==> config.mk <==
export PLATFORM = sky130hd
export DESIGN_NAME = exec_alu_forward_flat
export DESIGN_NICKNAME = d
export VERILOG_FILES = /design/src/rtl/exec_alu_forward_if.sv /design/src/rtl/exec_alu_forward.sv /design/src/flat_wrapper.sv
export SDC_FILE = /design/constraint.sdc
export NUM_CORES = 1
export LEC_CHECK = 0
export BUFFER_PORTS_ARGS = -buffer_cell sky130_fd_sc_hd__buf_2
export CORE_MARGIN = 2
export CORE_UTILIZATION = 30
export DETAILED_ROUTE_END_ITERATION = 7
export HOLD_SLACK_MARGIN = 0.06
export PLACE_DENSITY = 0.57
export RECOVER_POWER = 100
export SETUP_SLACK_MARGIN = 0.3
export SLEW_MARGIN = 15
export SYNTH_ARGS = -nofsm -noshare
export SYNTH_HDL_FRONTEND = slang
export SYNTH_SLANG_ARGS = --single-unit
==> constraint.sdc <==
create_clock -name clk -period 5.2 [get_ports clk]
set_clock_uncertainty 0.1 [all_clocks]
set_input_delay 0.52 -clock clk [delete_from_list [all_inputs] [get_ports clk]]
set_output_delay 0.52 -clock clk [all_outputs]
set_load 0.005 [all_outputs]
==> src/rtl/exec_alu_forward_if.sv <==
// Execute-stage operand/result bundle between the decode-exec register, the
// forwarding sources (MEM/WB) and the exec-mem register.
// Latency: wires only. Backpressure: none, it is a plain pipeline datapath.
//
// Ports (slave = execute stage):
//   in : rs_data, rd_data, imm_value, use_imm, shmnt, in_port, alu_op, alu_en,
//        rs_addr, rd_addr, rd_mem, rd_wb, regwrite_mem, regwrite_wb,
//        alu_result_mem, wb_data
//   out: sel_src, sel_dst, src, dst, alu_result, ccr, flag_any
interface exec_alu_forward_if #(
    parameter int W   = 16,
    parameter int SHW = 5
);
    // Operands from the decode/execute register
    logic [W-1:0]   rs_data;
    logic [W-1:0]   rd_data;
    logic [W-1:0]   imm_value;
    logic           use_imm;
    logic [SHW-1:0] shmnt;
    logic [W-1:0]   in_port;
    logic [3:0]     alu_op;
    logic           alu_en;

    // Register indices and downstream writers for hazard detection
    logic [2:0]     rs_addr;
    logic [2:0]     rd_addr;
    logic [2:0]     rd_mem;
    logic [2:0]     rd_wb;
    logic           regwrite_mem;
    logic           regwrite_wb;
    logic [W-1:0]   alu_result_mem;
    logic [W-1:0]   wb_data;

    // Results
    logic [1:0]     sel_src;
    logic [1:0]     sel_dst;
    logic [W-1:0]   src;
    logic [W-1:0]   dst;
    logic [W-1:0]   alu_result;
    logic [2:0]     ccr;
    logic           flag_any;

    modport master (
        output rs_data, rd_data, imm_value, use_imm, shmnt, in_port,
               alu_op, alu_en, rs_addr, rd_addr, rd_mem, rd_wb,
               regwrite_mem, regwrite_wb, alu_result_mem, wb_data,
        input  sel_src, sel_dst, src, dst, alu_result, ccr, flag_any
    );

    modport slave (
        input  rs_data, rd_data, imm_value, use_imm, shmnt, in_port,
               alu_op, alu_en, rs_addr, rd_addr, rd_mem, rd_wb,
               regwrite_mem, regwrite_wb, alu_result_mem, wb_data,
        output sel_src, sel_dst, src, dst, alu_result, ccr, flag_any
    );
endinterface

==> src/rtl/exec_alu_forward.sv <==
// Execute stage: operand forwarding from MEM/WB, 16-bit ALU, 3-bit CCR {C,N,Z}.
// Latency: forwarding and ALU result combinational; CCR updates on the next clk edge.
// Backpressure: none; alu_en=0 marks a bubble and freezes the CCR.
//
// Ports: clk, reset (async active-low, clears CCR), bus (exec_alu_forward_if.slave).
module exec_alu_forward #(
    parameter int W   = 16,
    parameter int SHW = 5
) (
    input  logic                 clk,
    input  logic                 reset,
    exec_alu_forward_if.slave    bus
);

    typedef enum logic [3:0] {
        OP_NOP  = 4'd0,
        OP_SETC = 4'd1,
        OP_CLRC = 4'd2,
        OP_NOT  = 4'd3,
        OP_INC  = 4'd4,
        OP_DEC  = 4'd5,
        OP_MOV  = 4'd6,
        OP_ADD  = 4'd7,
        OP_SUB  = 4'd8,
        OP_AND  = 4'd9,
        OP_OR   = 4'd10,
        OP_SHL  = 4'd11,
        OP_SHR  = 4'd12,
        OP_IN   = 4'd13
    } alu_op_e;

    localparam logic [1:0] SEL_OWN = 2'b00;
    localparam logic [1:0] SEL_MEM = 2'b01;
    localparam logic [1:0] SEL_WB  = 2'b10;

    // CCR bit positions
    localparam int CCR_Z = 0;
    localparam int CCR_N = 1;
    localparam int CCR_C = 2;

    // ------------------------------------------------------------------
    // Forwarding select
    // ------------------------------------------------------------------
    logic [1:0]   sel_src;
    logic [1:0]   sel_dst;
    logic [W-1:0] src_base;
    logic [W-1:0] src_op;
    logic [W-1:0] dst_op;

    always_comb begin
        // MEM is the younger producer, so it wins over WB.
        sel_dst = SEL_OWN;
        if (bus.regwrite_mem && (bus.rd_mem == bus.rd_addr)) begin
            sel_dst = SEL_MEM;
        end else if (bus.regwrite_wb && (bus.rd_wb == bus.rd_addr)) begin
            sel_dst = SEL_WB;
        end

        // An immediate operand never comes from the register file, so a
        // stale rs_addr match must not override it.
        sel_src = SEL_OWN;
        if (!bus.use_imm) begin
            if (bus.regwrite_mem && (bus.rd_mem == bus.rs_addr)) begin
                sel_src = SEL_MEM;
            end else if (bus.regwrite_wb && (bus.rd_wb == bus.rs_addr)) begin
                sel_src = SEL_WB;
            end
        end
    end

    always_comb begin
        src_base = bus.use_imm ? bus.imm_value : bus.rs_data;

        case (sel_src)
            SEL_MEM: src_op = bus.alu_result_mem;
            SEL_WB:  src_op = bus.wb_data;
            default: src_op = src_base;
        endcase

        case (sel_dst)
            SEL_MEM: dst_op = bus.alu_result_mem;
            SEL_WB:  dst_op = bus.wb_data;
            default: dst_op = bus.rd_data;
        endcase
    end

    // ------------------------------------------------------------------
    // ALU (A = dst operand, B = src operand)
    // ------------------------------------------------------------------
    logic [W:0]   add_w;
    logic [W:0]   sub_w;
    logic [W:0]   inc_w;
    logic [W:0]   dec_w;
    logic [W:0]   shl_w;
    logic [W:0]   shr_w;
    logic         sh_zero;
    logic         sh_over;

    always_comb begin
        // One extra bit holds carry-out (add) or borrow (subtract, set when A<B).
        add_w = {1'b0, dst_op} + {1'b0, src_op};
        sub_w = {1'b0, dst_op} - {1'b0, src_op};
        inc_w = {1'b0, dst_op} + (W+1)'(1);
        dec_w = {1'b0, dst_op} - (W+1)'(1);

        // The extra bit catches the last bit shifted out:
        // SHL -> shl_w[W] = A[W-shmnt], SHR -> shr_w[0] = A[shmnt-1].
        shl_w = {1'b0, dst_op} << bus.shmnt;
        shr_w = {dst_op, 1'b0} >> bus.shmnt;

        sh_zero = (bus.shmnt == '0);
        sh_over = (int'(bus.shmnt) > W);
    end

    logic [W-1:0] alu_res;
    logic         upd_zn;
    logic         upd_c;
    logic         c_new;

    always_comb begin
        alu_res = dst_op;
        upd_zn  = 1'b0;
        upd_c   = 1'b0;
        c_new   = 1'b0;

        case (alu_op_e'(bus.alu_op))
            OP_SETC: begin
                upd_c = 1'b1;
                c_new = 1'b1;
            end
            OP_CLRC: begin
                upd_c = 1'b1;
                c_new = 1'b0;
            end
            OP_NOT: begin
                alu_res = ~dst_op;
                upd_zn  = 1'b1;
            end
            OP_INC: begin
                alu_res = inc_w[W-1:0];
                upd_zn  = 1'b1;
                upd_c   = 1'b1;
                c_new   = inc_w[W];
            end
            OP_DEC: begin
                alu_res = dec_w[W-1:0];
                upd_zn  = 1'b1;
                upd_c   = 1'b1;
                c_new   = dec_w[W];
            end
            OP_MOV: begin
                alu_res = src_op;
            end
            OP_ADD: begin
                alu_res = add_w[W-1:0];
                upd_zn  = 1'b1;
                upd_c   = 1'b1;
                c_new   = add_w[W];
            end
            OP_SUB: begin
                alu_res = sub_w[W-1:0];
                upd_zn  = 1'b1;
                upd_c   = 1'b1;
                c_new   = sub_w[W];
            end
            OP_AND: begin
                alu_res = dst_op & src_op;
                upd_zn  = 1'b1;
            end
            OP_OR: begin
                alu_res = dst_op | src_op;
                upd_zn  = 1'b1;
            end
            OP_SHL: begin
                upd_zn = 1'b1;
                // Zero shift passes A through and leaves C alone.
                if (sh_over) begin
                    alu_res = '0;
                    upd_c   = 1'b1;
                    c_new   = 1'b0;
                end else if (!sh_zero) begin
                    alu_res = shl_w[W-1:0];
                    upd_c   = 1'b1;
                    c_new   = shl_w[W];
                end
            end
            OP_SHR: begin
                upd_zn = 1'b1;
                if (sh_over) begin
                    alu_res = '0;
                    upd_c   = 1'b1;
                    c_new   = 1'b0;
                end else if (!sh_zero) begin
                    alu_res = shr_w[W:1];
                    upd_c   = 1'b1;
                    c_new   = shr_w[0];
                end
            end
            OP_IN: begin
                alu_res = bus.in_port;
            end
            default: begin
                // NOP and the reserved codes 14/15 pass A, flags untouched.
                alu_res = dst_op;
            end
        endcase
    end

    // ------------------------------------------------------------------
    // Condition-code register
    // ------------------------------------------------------------------
    logic [2:0] ccr_d;
    logic [2:0] ccr_q;

    always_comb begin
        ccr_d = ccr_q;
        if (bus.alu_en) begin
            if (upd_zn) begin
                ccr_d[CCR_Z] = (alu_res == '0);
                ccr_d[CCR_N] = alu_res[W-1];
            end
            if (upd_c) begin
                ccr_d[CCR_C] = c_new;
            end
        end
    end

    always_ff @(posedge clk or negedge reset) begin
        if (!reset) begin
            ccr_q <= 3'b000;
        end else begin
            ccr_q <= ccr_d;
        end
    end

    // ------------------------------------------------------------------
    // Outputs
    // ------------------------------------------------------------------
    assign bus.sel_src    = sel_src;
    assign bus.sel_dst    = sel_dst;
    assign bus.src        = src_op;
    assign bus.dst        = dst_op;
    assign bus.alu_result = alu_res;
    assign bus.ccr        = ccr_q;
    assign bus.flag_any   = |ccr_q;

endmodule

==> src/flat_wrapper.sv <==
// flat-port wrapper written by rule: the top's interface ports become plain ports
module exec_alu_forward_flat 
#(
    parameter int W   = 16,
    parameter int SHW = 5
)
  (clk, reset, bus_rs_data, bus_rd_data, bus_imm_value, bus_use_imm, bus_shmnt, bus_in_port, bus_alu_op, bus_alu_en, bus_rs_addr, bus_rd_addr, bus_rd_mem, bus_rd_wb, bus_regwrite_mem, bus_regwrite_wb, bus_alu_result_mem, bus_wb_data, bus_sel_src, bus_sel_dst, bus_src, bus_dst, bus_alu_result, bus_ccr, bus_flag_any);
  exec_alu_forward_if #(.W(W), .SHW(SHW)) bus_i ();
  input  logic clk;
  input  logic reset;
  input wire logic [$bits(bus_i.rs_data)-1:0] bus_rs_data;
  input wire logic [$bits(bus_i.rd_data)-1:0] bus_rd_data;
  input wire logic [$bits(bus_i.imm_value)-1:0] bus_imm_value;
  input wire logic [$bits(bus_i.use_imm)-1:0] bus_use_imm;
  input wire logic [$bits(bus_i.shmnt)-1:0] bus_shmnt;
  input wire logic [$bits(bus_i.in_port)-1:0] bus_in_port;
  input wire logic [$bits(bus_i.alu_op)-1:0] bus_alu_op;
  input wire logic [$bits(bus_i.alu_en)-1:0] bus_alu_en;
  input wire logic [$bits(bus_i.rs_addr)-1:0] bus_rs_addr;
  input wire logic [$bits(bus_i.rd_addr)-1:0] bus_rd_addr;
  input wire logic [$bits(bus_i.rd_mem)-1:0] bus_rd_mem;
  input wire logic [$bits(bus_i.rd_wb)-1:0] bus_rd_wb;
  input wire logic [$bits(bus_i.regwrite_mem)-1:0] bus_regwrite_mem;
  input wire logic [$bits(bus_i.regwrite_wb)-1:0] bus_regwrite_wb;
  input wire logic [$bits(bus_i.alu_result_mem)-1:0] bus_alu_result_mem;
  input wire logic [$bits(bus_i.wb_data)-1:0] bus_wb_data;
  output wire logic [$bits(bus_i.sel_src)-1:0] bus_sel_src;
  output wire logic [$bits(bus_i.sel_dst)-1:0] bus_sel_dst;
  output wire logic [$bits(bus_i.src)-1:0] bus_src;
  output wire logic [$bits(bus_i.dst)-1:0] bus_dst;
  output wire logic [$bits(bus_i.alu_result)-1:0] bus_alu_result;
  output wire logic [$bits(bus_i.ccr)-1:0] bus_ccr;
  output wire logic [$bits(bus_i.flag_any)-1:0] bus_flag_any;
  assign bus_i.rs_data = bus_rs_data;
  assign bus_i.rd_data = bus_rd_data;
  assign bus_i.imm_value = bus_imm_value;
  assign bus_i.use_imm = bus_use_imm;
  assign bus_i.shmnt = bus_shmnt;
  assign bus_i.in_port = bus_in_port;
  assign bus_i.alu_op = bus_alu_op;
  assign bus_i.alu_en = bus_alu_en;
  assign bus_i.rs_addr = bus_rs_addr;
  assign bus_i.rd_addr = bus_rd_addr;
  assign bus_i.rd_mem = bus_rd_mem;
  assign bus_i.rd_wb = bus_rd_wb;
  assign bus_i.regwrite_mem = bus_regwrite_mem;
  assign bus_i.regwrite_wb = bus_regwrite_wb;
  assign bus_i.alu_result_mem = bus_alu_result_mem;
  assign bus_i.wb_data = bus_wb_data;
  assign bus_sel_src = bus_i.sel_src;
  assign bus_sel_dst = bus_i.sel_dst;
  assign bus_src = bus_i.src;
  assign bus_dst = bus_i.dst;
  assign bus_alu_result = bus_i.alu_result;
  assign bus_ccr = bus_i.ccr;
  assign bus_flag_any = bus_i.flag_any;
  exec_alu_forward #(.W(W), .SHW(SHW)) u_core (.clk(clk), .reset(reset), .bus(bus_i));
endmodule
=== Word-level counts from Yosys, hierarchy flattened ===
Index checks and enable logic that the tools add are counted.
W data, S select, Z words.

* Bits of input ports: 123
* Output and inout bits: 56
* Word-level logic and storage cells: 67
* Bits in registers: 3

* Shift operators: 2
* $add $sub $neg: 4
* Bitwise gates (word level): 3
* Equal/unequal tests: 21
* $lt $le $gt $ge: 1
* Multiplexer cells: 22
* Reduce and logical (&&, ||, !) cells: 12

{| class="wikitable"
|+ Operator list
! operator !! count
|-
| $pmux W16 S11 || 1
|-
| $mux W16 || 5
|-
| $pmux W16 S2 || 2
|-
| $eq A4 B4 Y1 const B || 6
|-
| $add A16 B1 Y17 const B || 1
|-
| $add A16 B16 Y17 || 1
|-
| $shl A16 B5 Y17 || 1
|-
| $shr A17 B5 Y17 || 1
|-
| $sub A16 B1 Y17 const B || 1
|-
| $sub A16 B16 Y17 || 1
|-
| $and A16 B16 Y16 || 1
|-
| $eq A4 B3 Y1 const B || 4
|-
| $logic_not A16 Y1 || 1
|-
| $not A16 Y16 || 1
|-
| $or A16 B16 Y16 || 1
|-
| $eq A3 B3 Y1 || 4
|-
| $mux W2 || 5
|-
| $reduce_or A9 Y1 || 1
|-
| $eq A4 B2 Y1 const B || 2
|-
| $mux W1 || 7
|-
| $pmux W1 S7 || 1
|-
| $reduce_or A6 Y1 || 1
|-
| $gt A5 B5 Y1 const B || 1
|-
| $logic_not A5 Y1 || 1
|-
| 8 further kinds || 14
|}

=== Depth between registers and ports, before layout ===
Gate-level depths: netlist of the first run.

* Depth after elaboration: 11
* Gate-level depth with buffers: 22
* Depth with buffers taken out: 21

=== Least setup slack after synthesis of the first run ===
No wires, ideal clock.

* Kind: input-to-output
* From: input bus_regwrite_wb
* To: output bus_alu_result[14]
* Required time: 4.580 ns
* Setup slack: -0.369 ns
* Arrival time: 4.949 ns
* Buffers on the path: 4
* Cell stages on the path: 20
* Cell sequence: buf_2 -> buf_1 -> nand4_1 -> nor3_1 -> clkbuf_1 -> a221o_1 -> inv_1 -> ha_1 -> clkbuf_1 -> a211oi_1 -> o21ai_0 -> a311oi_1 -> o21bai_1 -> a21oi_1 -> nor2_1 -> o41ai_1 -> o21ba_2 -> a31oi_1 -> o41ai_1 -> a21oi_1

* Elaborated cells between the ends (all ways): 27
* Those cells by class: 4 x add/sub; 4 x eq/ne; 2 x shift; 12 x mux; 3 x bitwise; 2 x reduce/logical

{| class="wikitable"
|+ RTL lines
! item !! RTL line !! source
|-
| start: declaration || flat_wrapper.sv:24 || <nowiki>input wire logic [$bits(bus_i.regwrite_wb)-1:0] bus_regwrite_wb;</nowiki>
|-
| $logic_and A1 B1 Y1 * || exec_alu_forward.sv:65 || <nowiki>end else if (bus.regwrite_wb && (bus.rd_wb == bus.rs_addr)) begin</nowiki>
|-
| $mux W2 * || exec_alu_forward.sv:65 ||
|-
| $mux W2 * || exec_alu_forward.sv:63 || <nowiki>if (bus.regwrite_mem && (bus.rd_mem == bus.rs_addr)) begin</nowiki>
|-
| $mux W2 * || exec_alu_forward.sv:62 || <nowiki>if (!bus.use_imm) begin</nowiki>
|-
| via bus_sel_src[1] || flat_wrapper.sv:27 || <nowiki>output wire logic [$bits(bus_i.sel_src)-1:0] bus_sel_src;</nowiki>
|-
| $eq A2 B2 Y1 or $eq A2 B1 Y1 (tied branches) || exec_alu_forward.sv:74 || <nowiki>case (sel_src)</nowiki>
|-
| $pmux W16 S2 * || exec_alu_forward.sv:74 ||
|-
| via bus_src[2] || flat_wrapper.sv:29 || <nowiki>output wire logic [$bits(bus_i.src)-1:0] bus_src;</nowiki>
|-
| $sub A16 B16 Y17 or $add A16 B16 Y17 (tied branches) || exec_alu_forward.sv:102, exec_alu_forward.sv:101 ||
|-
| $pmux W16 S11 * || exec_alu_forward.sv:126 || <nowiki>case (alu_op_e'(bus.alu_op))</nowiki>
|-
| end: declaration || flat_wrapper.sv:31 || <nowiki>output wire logic [$bits(bus_i.alu_result)-1:0] bus_alu_result;</nowiki>
|}

The timed path passes the listed nets; every way through them passes the cells marked *.

=== Worst setup path in the final report of the first run ===
* From: input bus_rd_addr[0]
* To: register u_core.ccr_q[0], in the netlist u_core.bus.ccr[0]

* Cells in the longest elaborated chain, start to end: 11
* Elaborated cells between the ends (all ways): 24
* Those cells by class: 4 x add/sub; 4 x eq/ne; 2 x shift; 8 x mux; 3 x bitwise; 3 x reduce/logical

{| class="wikitable"
|+ RTL lines
! item !! RTL line !! source
|-
| start: declaration || flat_wrapper.sv:20 || <nowiki>input wire logic [$bits(bus_i.rd_addr)-1:0] bus_rd_addr;</nowiki>
|-
| $eq A3 B3 Y1 || exec_alu_forward.sv:55 || <nowiki>end else if (bus.regwrite_wb && (bus.rd_wb == bus.rd_addr)) begin</nowiki>
|-
| $logic_and A1 B1 Y1 || exec_alu_forward.sv:55 ||
|-
| $mux W2 || exec_alu_forward.sv:55 ||
|-
| $mux W2 * || exec_alu_forward.sv:53 || <nowiki>if (bus.regwrite_mem && (bus.rd_mem == bus.rd_addr)) begin</nowiki>
|-
| $eq A2 B2 Y1 or $eq A2 B1 Y1 (tied branches) || exec_alu_forward.sv:80 || <nowiki>case (sel_dst)</nowiki>
|-
| $pmux W16 S2 * || exec_alu_forward.sv:80 ||
|-
| $shr A17 B5 Y17 or $shl A16 B5 Y17 (tied branches) || exec_alu_forward.sv:109, exec_alu_forward.sv:108 ||
|-
| $mux W16, on equally long branches || exec_alu_forward.sv:193, exec_alu_forward.sv:181 ||
|-
| $mux W16, on equally long branches || exec_alu_forward.sv:189, exec_alu_forward.sv:177 ||
|-
| $pmux W16 S11 * || exec_alu_forward.sv:126 ||
|-
| $logic_not A16 Y1 * || exec_alu_forward.sv:219 || <nowiki>ccr_d[CCR_Z] = (alu_res == '0);</nowiki>
|-
| end signal: assignment || exec_alu_forward.sv:232 || <nowiki>ccr_q <= ccr_d;</nowiki>
|-
| end: declaration || exec_alu_forward.sv:213 || <nowiki>logic [2:0] ccr_q;</nowiki>
|}

Mark *: on every way between the ends. The rest lies on a longest branch, timed or not.
A chain may end at the register's enable or synchronous reset.

==> metrics, run 1 <==
status=finished with violations; failing checks=setup timing; Port Buffers=178; peak supply drop=0.162 mV; most common cell after layout, fill and taps aside=buf_4; Hold Crit Class=register to register; global-route wire length before repair=72100 um; Routed Antenna Nets=0; Max Buffers Root-to-Sink=2; hpwl dp=40100 um; vias per inst=6.35; maximum number of pins on one net before global-route repair=35; utilization after layout=47.8%; DP Area=10500 um^2; period utilization=106%; distinct cell type count after synthesis=93; power per cell area=175 nW/um^2; final routed DRC violation total=0; Net Count, Synth=1294; most frequent cells in the layout=buf_4 (277), buf_2 (167), nor2_1 (111); final setup vio count=8; syn_area_per_cell=6.60 um^2; RSZ-0062 raised after global routing=yes; Synth area leaders=ha_1 (8.8%), nor2_1 (6.3%), nand2_1 (5.0%); Initial Utilization=30.4%; Least-Margin Pin Slew=1.25 ns; CTS sink count=3; filler cell count=2511; Routed Wire Length=49300 um; Largest register FFs=3; leak pwr=0.00500 uW; area of the multi-input gates=7470 um^2; max_slew headroom=16.5%; Final Hold Viols=0; die height=161 um; Core Region=24200 um^2; row count=57; Wirelength per Cell=26.7 um; total gr overflow=0; Synth Instances=1117; Global Route Usage Sum=36.6%; clk_lat worst skew=0.22 ns; crit path time final=5.50 ns; Sequential Area=75.1 um^2; H-Tree Depth=1; sequential cell area fraction in the yosys report=1.02%; most used cell, CP=buf_6; die area=25800 um^2; Max Cap Viol=0; Post-Synthesis Cell Area=7370 um^2; CP required=5.22 ns; yosys warns=0; post-synth top area share=8.82%; post-layout net count=1700; initial DRC count=1499; crit start category=primary input; Ant. Diodes=0; WS Path Type=primary input to register; Via Count=11700; Post-synth EDFFs=0; Final Cell Area=11600 um^2; Clk pin slew, worst setup/hold paths=0.03 ns; Final Max Tran Viols=0; Most used DFF post-synth=dfrtp_1; CP max stage delay=0.61 ns; drt pass-1 iters=8; Async SR Flop Fraction=100%; Place WS=-0.603 ns; Die X=161 um; Root Buffer=clkbuf_16; GP Congestion=1.05; fmax=182 MHz; CP cell instances=buf_8 -> xor2_2 -> or4b_4 -> buf_6 -> buf_6 -> a211oi_4 -> nor2_2 -> ha_1 -> nor2b_4 -> o31a_1 -> buf_4 -> o211ai_1 -> a31oi_2 -> o21a_1 -> o21bai_1 -> a2bb2oi_2 -> o22ai_2 -> o32a_1 -> nand4b_1 -> or4_4 -> o41ai_4; Ports=179; final setup margin=-0.297 ns; critical path endpoint category=register; Layout area overhead=57.1%; CTS tree=done; Seq cells post-synth=3; CP Max Fanout=4; initial antenna violation count=0; crit path max-delay cell type=or4b_4; Num CTS Buffers=3; post-synth top area cell=ha_1; Worst Path Arrival=5.51 ns; share of cells above drive strength 1=42.1%; vias in the first global route=11200
## final cells by class
class	count	share of cell area [%]
multi-input combinational	973	64.5
timing repair buffer	481	28.7
tap	324	3.50
inverter	61	2.00
clock buffer	4	0.681
sequential	3	0.648
## critical path: cells and delay by family
kind | cells | cell delay, ns
buffers and inverters | 4 | 0.53
xor gates and xnor gates | 1 | 0.16
AOI/OAI and AO/OA | 10 | 2.35
and+or+nand+nor | 5 | 1.66
adders and majority gates | 1 | 0.31
## cell usage after synthesis (11+ instances only)
| cell | instances |
|---|---|
| nor2_1 | 123 |
| nand2_1 | 98 |
| clkbuf_1 | 70 |
| o21ai_0 | 70 |
| a21oi_1 | 65 |
| nor3_1 | 55 |
| ha_1 | 52 |
| inv_1 | 49 |
| nor4_1 | 37 |
| nand3_1 | 27 |
| o32ai_1 | 23 |
| xnor2_1 | 22 |
| o22ai_1 | 20 |
| a22oi_1 | 19 |
| mux2i_1 | 19 |
| o211ai_1 | 18 |
| a211oi_1 | 17 |
| a221oi_1 | 17 |
| nand4_1 | 16 |
| a211oi_2 | 12 |
| a31oi_1 | 12 |
| nand2b_1 | 12 |
| nor2b_1 | 12 |
| o221ai_1 | 11 |
## through the flow
| step | instances | hold slack (ns) | power (uW) | setup TNS (ns) |
|---|---|---|---|---|
| 2_1_floorplan | 1117 | 0.124 | 833 | 0 |
| 3_3_place_gp | 1810 | 0.219 | 1610 | -2.39 |
| 3_5_place_dp | 1810 | 0.222 | 1610 | -2.93 |
| 4_1_cts | 1835 | 0.439 | 1870 | -0.469 |
| 5_1_grt | 1846 | 0.453 | 2130 | -2.54 |
| 6_report | 1846 | 0.431 | 2030 | -1.35 |
## per-layer routing
layer  global-route usage [%]  up-vias  part of all wire [%]
met5                        0        -                     0
met4                     13.0        0                   4.7
met3                     6.90      153                    12
met2                     57.6      883                    43
met1                     50.1     5526                    40
li1                         -     5156                     -
## power by group
part | internal, uW | switching (uW) | leakage, uW
Clock | 101 | 19.5 | 0.0000382
Combinational | 844 | 1040 | 0.00492
Sequential | 27.0 | 2.56 | 0.0000395
## kinds of logic (layout without fill, tap and decap cells)
| logic type | after synthesis | in the layout | synth area share (%) |
|---|---|---|---|
| adder cells (fa/ha/maj) | 55 | 55 | 9.50 |
| XOR/XNOR | 30 | 30 | 3.87 |
| buffers and inverters | 141 | 546 | 7.55 |
| AO/OA/AOI/OAI | 413 | 413 | 41.3 |
| flip-flops | 3 | 3 | 1.02 |
| multiplexers | 38 | 38 | 7.01 |
| AND/OR/NAND/NOR | 437 | 437 | 29.7 |
## final timing paths
path | start | end | slack [ns] | cells after the start
min in group asynchronous | reset | u_core.bus.ccr[1] | 0.55 | 2
worst max-delay path | bus_rd_addr[0] | u_core.bus.ccr[0] | -0.30 | 21
worst max register to register | u_core.bus.ccr[2] | u_core.bus.ccr[2] | 3.83 | 4
max in group asynchronous | reset | u_core.bus.ccr[0] | 4.28 | 2
worst min-delay path | u_core.bus.ccr[1] | u_core.bus.ccr[1] | 0.43 | 1
worst min register to register | u_core.bus.ccr[1] | u_core.bus.ccr[1] | 0.43 | 1
## repair_timing
| action | CTS | global route |
|---|---|---|
| pin swaps | 47 | 56 |
| setup endpoints to repair | 17 | 16 |
| resized for setup | 92 | 57 |
| hold endpoints to repair | 3 | 0 |
| hold buffers | 1 | 0 |
| buffers inserted | 20 | 11 |
(Power assumes the default switching activity.)
==> inputs of run 2 (changes only) <==
--- a/config.mk
+++ b/config.mk
@@ -15,2 +15,3 @@
 export SETUP_SLACK_MARGIN = 0.3
+export SKIP_CTS_REPAIR_TIMING = 1
 export SLEW_MARGIN = 15
==> constraint.sdc (replaced) <==
create_clock -name clk -period 5.2 [get_ports clk]
set_clock_uncertainty 0.1 [all_clocks]
set_input_delay 0 -clock clk [delete_from_list [all_inputs] [get_ports clk]]
set_output_delay 0 -clock clk [all_outputs]
set_load 0.005 [all_outputs]
==> run 2 against run 1 <==
  * Critical endpoint unchanged
  * Via count is 5.0% lower
  * The flow now finishes without violations
  * Largest cell class unchanged
  * Total power shrank 19%
  * Highest routed layer is now met5
  * Clock power barely moved
==> metrics, run 2 (same netlist as run 1, synthesis figures left out) <==
GP Congestion=1.05; peak supply drop=0.161 mV; global-route wire length before repair=67300 um; final routed DRC violation total=0; area of the multi-input gates=6850 um^2; final setup vio count=0; Wirelength per Cell=27.2 um; WP buf/inv=3; Comb power frac=90.9%; Worst Path Arrival=4.89 ns; Ports=179; Top Usage Layer GRT=met2; post-layout net count=1562; clk_lat worst skew=0.22 ns; H-Tree Depth=1; Inst Count DP=1696; Via Count=11100; total gr overflow=0; Num CTS Buffers=3; Layout area overhead=32.4%; Port Buffers=178; Least-Margin Pin Slew=1.25 ns; switching power=923 uW; met2 global-route usage=53.6%; Max Buffers Root-to-Sink=2; Internal Power=718 uW; vias per inst=6.52; RSZ-0062 raised after global routing=no; Sw Share=56.3%; Initial Utilization=30.4%; setup TNS=0 ns; met1 Use GR=45.4%; critical path endpoint category=register; clock share of power=7.3%; Largest register FFs=3; initial DRC count=1478; R2R cell count=4; CP max stage delay=0.45 ns; WS Path Type=primary input to register; power per cell area=168 nW/um^2; crit start category=primary input; row count=57; Sequential Area=75.1 um^2; sequential share of power=1.8%; CTS tree=done; Root Buffer=clkbuf_16; leak pwr=0.00409 uW; CP Max Fanout=5; share of cells above drive strength 1=30.2%; Global Route Usage Sum=34.2%; Final Max Tran Viols=0; Routed Wire Length=46500 um; most common cell after layout, fill and taps aside=buf_2; CP cell instances=buf_2 -> xnor2_1 -> and4_1 -> buf_4 -> mux2i_1 -> nor3_1 -> a221o_2 -> ha_1 -> inv_1 -> fa_1 -> nor2_2 -> o311ai_2 -> a21boi_1 -> or2_2 -> a221oi_1 -> o211ai_1 -> a21oi_1 -> nand4_1 -> nor3_1 -> nand4b_1 -> or4_4 -> o41ai_2; Max Cap Viol=0; maximum number of pins on one net before global-route repair=32; vias in the first global route=10400; Final Hold Viols=0; most used cell, CP=nor3_1; crit path max-delay cell type=or4_4; CTS sink count=3; Ant. Diodes=0; Final Cell Area=9760 um^2; met3 usage in global routing=6.59%; Final Instance Count excl. Fillers=1708; Clk pin slew, worst setup/hold paths=0.03 ns; Hold Crit Class=primary input to register; Hold Path Cell Cnt=4; status=complete, no violations; die height=161 um; filler cell count=2661; die area=25800 um^2; Die X=161 um; most frequent cells in the layout=buf_2 (173), buf_4 (151), nor2_1 (121); CP required=5.22 ns; CP delay by family, top=simple AND/OR/NAND/NOR gates; initial antenna violation count=1; max_slew headroom=15.5%; Worst path depth=22; Routed Antenna Nets=0; drt pass-1 iters=6; post-layout power=1640 uW; crit path time final=4.87 ns; hpwl dp=37500 um; period utilization=93.7%; Core Region=24200 um^2; fmax=205 MHz; DP Area=9570 um^2
[run 2: worst paths after layout]
check	from	end	slack [ns]
setup / recovery	bus_rs_addr[0]	u_core.bus.ccr[0]	0.33
max in group asynchronous	reset	u_core.bus.ccr[2]	4.29
hold reg to reg	u_core.bus.ccr[0]	u_core.bus.ccr[0]	0.42
hold / removal	bus_alu_en	u_core.bus.ccr[0]	0.19
min in group asynchronous	reset	u_core.bus.ccr[1]	0.56
setup reg to reg	u_core.bus.ccr[2]	u_core.bus.ccr[2]	3.86
[run 2: per-stage QoR]
step / util [%] / hold slack [ns] / setup WS, ns
floorplan: - / -0.396 / 0.370
global placement: 39.5 / -0.302 / -0.0886
detailed placement: 39.5 / -0.302 / -0.0815
CTS: 39.8 / -0.533 / 0.117
global route: 40.2 / 0.193 / 0.163
finish: 40.2 / 0.195 / 0.330
[run 2: metal layers]
metal / share of wire (%) / up-vias
met3: 11 / 164
met4: 5.8 / 2
met1: 40 / 5253
li1: - / 4892
met5: 0.034 / -
met2: 43 / 818
[run 2: cell type report]
class                           instances  share of cell area, %
Clock buffer                            4                  0.808
Inverter                               61                   2.35
Multi-Input combinational cell        973                   70.2
Sequential cell                         3                  0.769
Tap cell                              324                   4.15
Timing Repair Buffer                  343                   21.8
[run 2: tightest hold or removal path: stages]
cell and delay (ns):
buf_2 0.11, o31ai_1 0.21, nand2_1 0.11, o41ai_2 0.05
[run 2: power groups by stage]
stage / sequential, uW / clock [uW] / combinational [uW]
after floorplan: 29.7 / 0 / 777
after global placement: 29.5 / 0 / 1420
after detailed placement: 29.9 / 0 / 1410
after CTS: 29.7 / 122 / 1420
after global routing: 30.1 / 123 / 1570
final: 29.7 / 120 / 1490
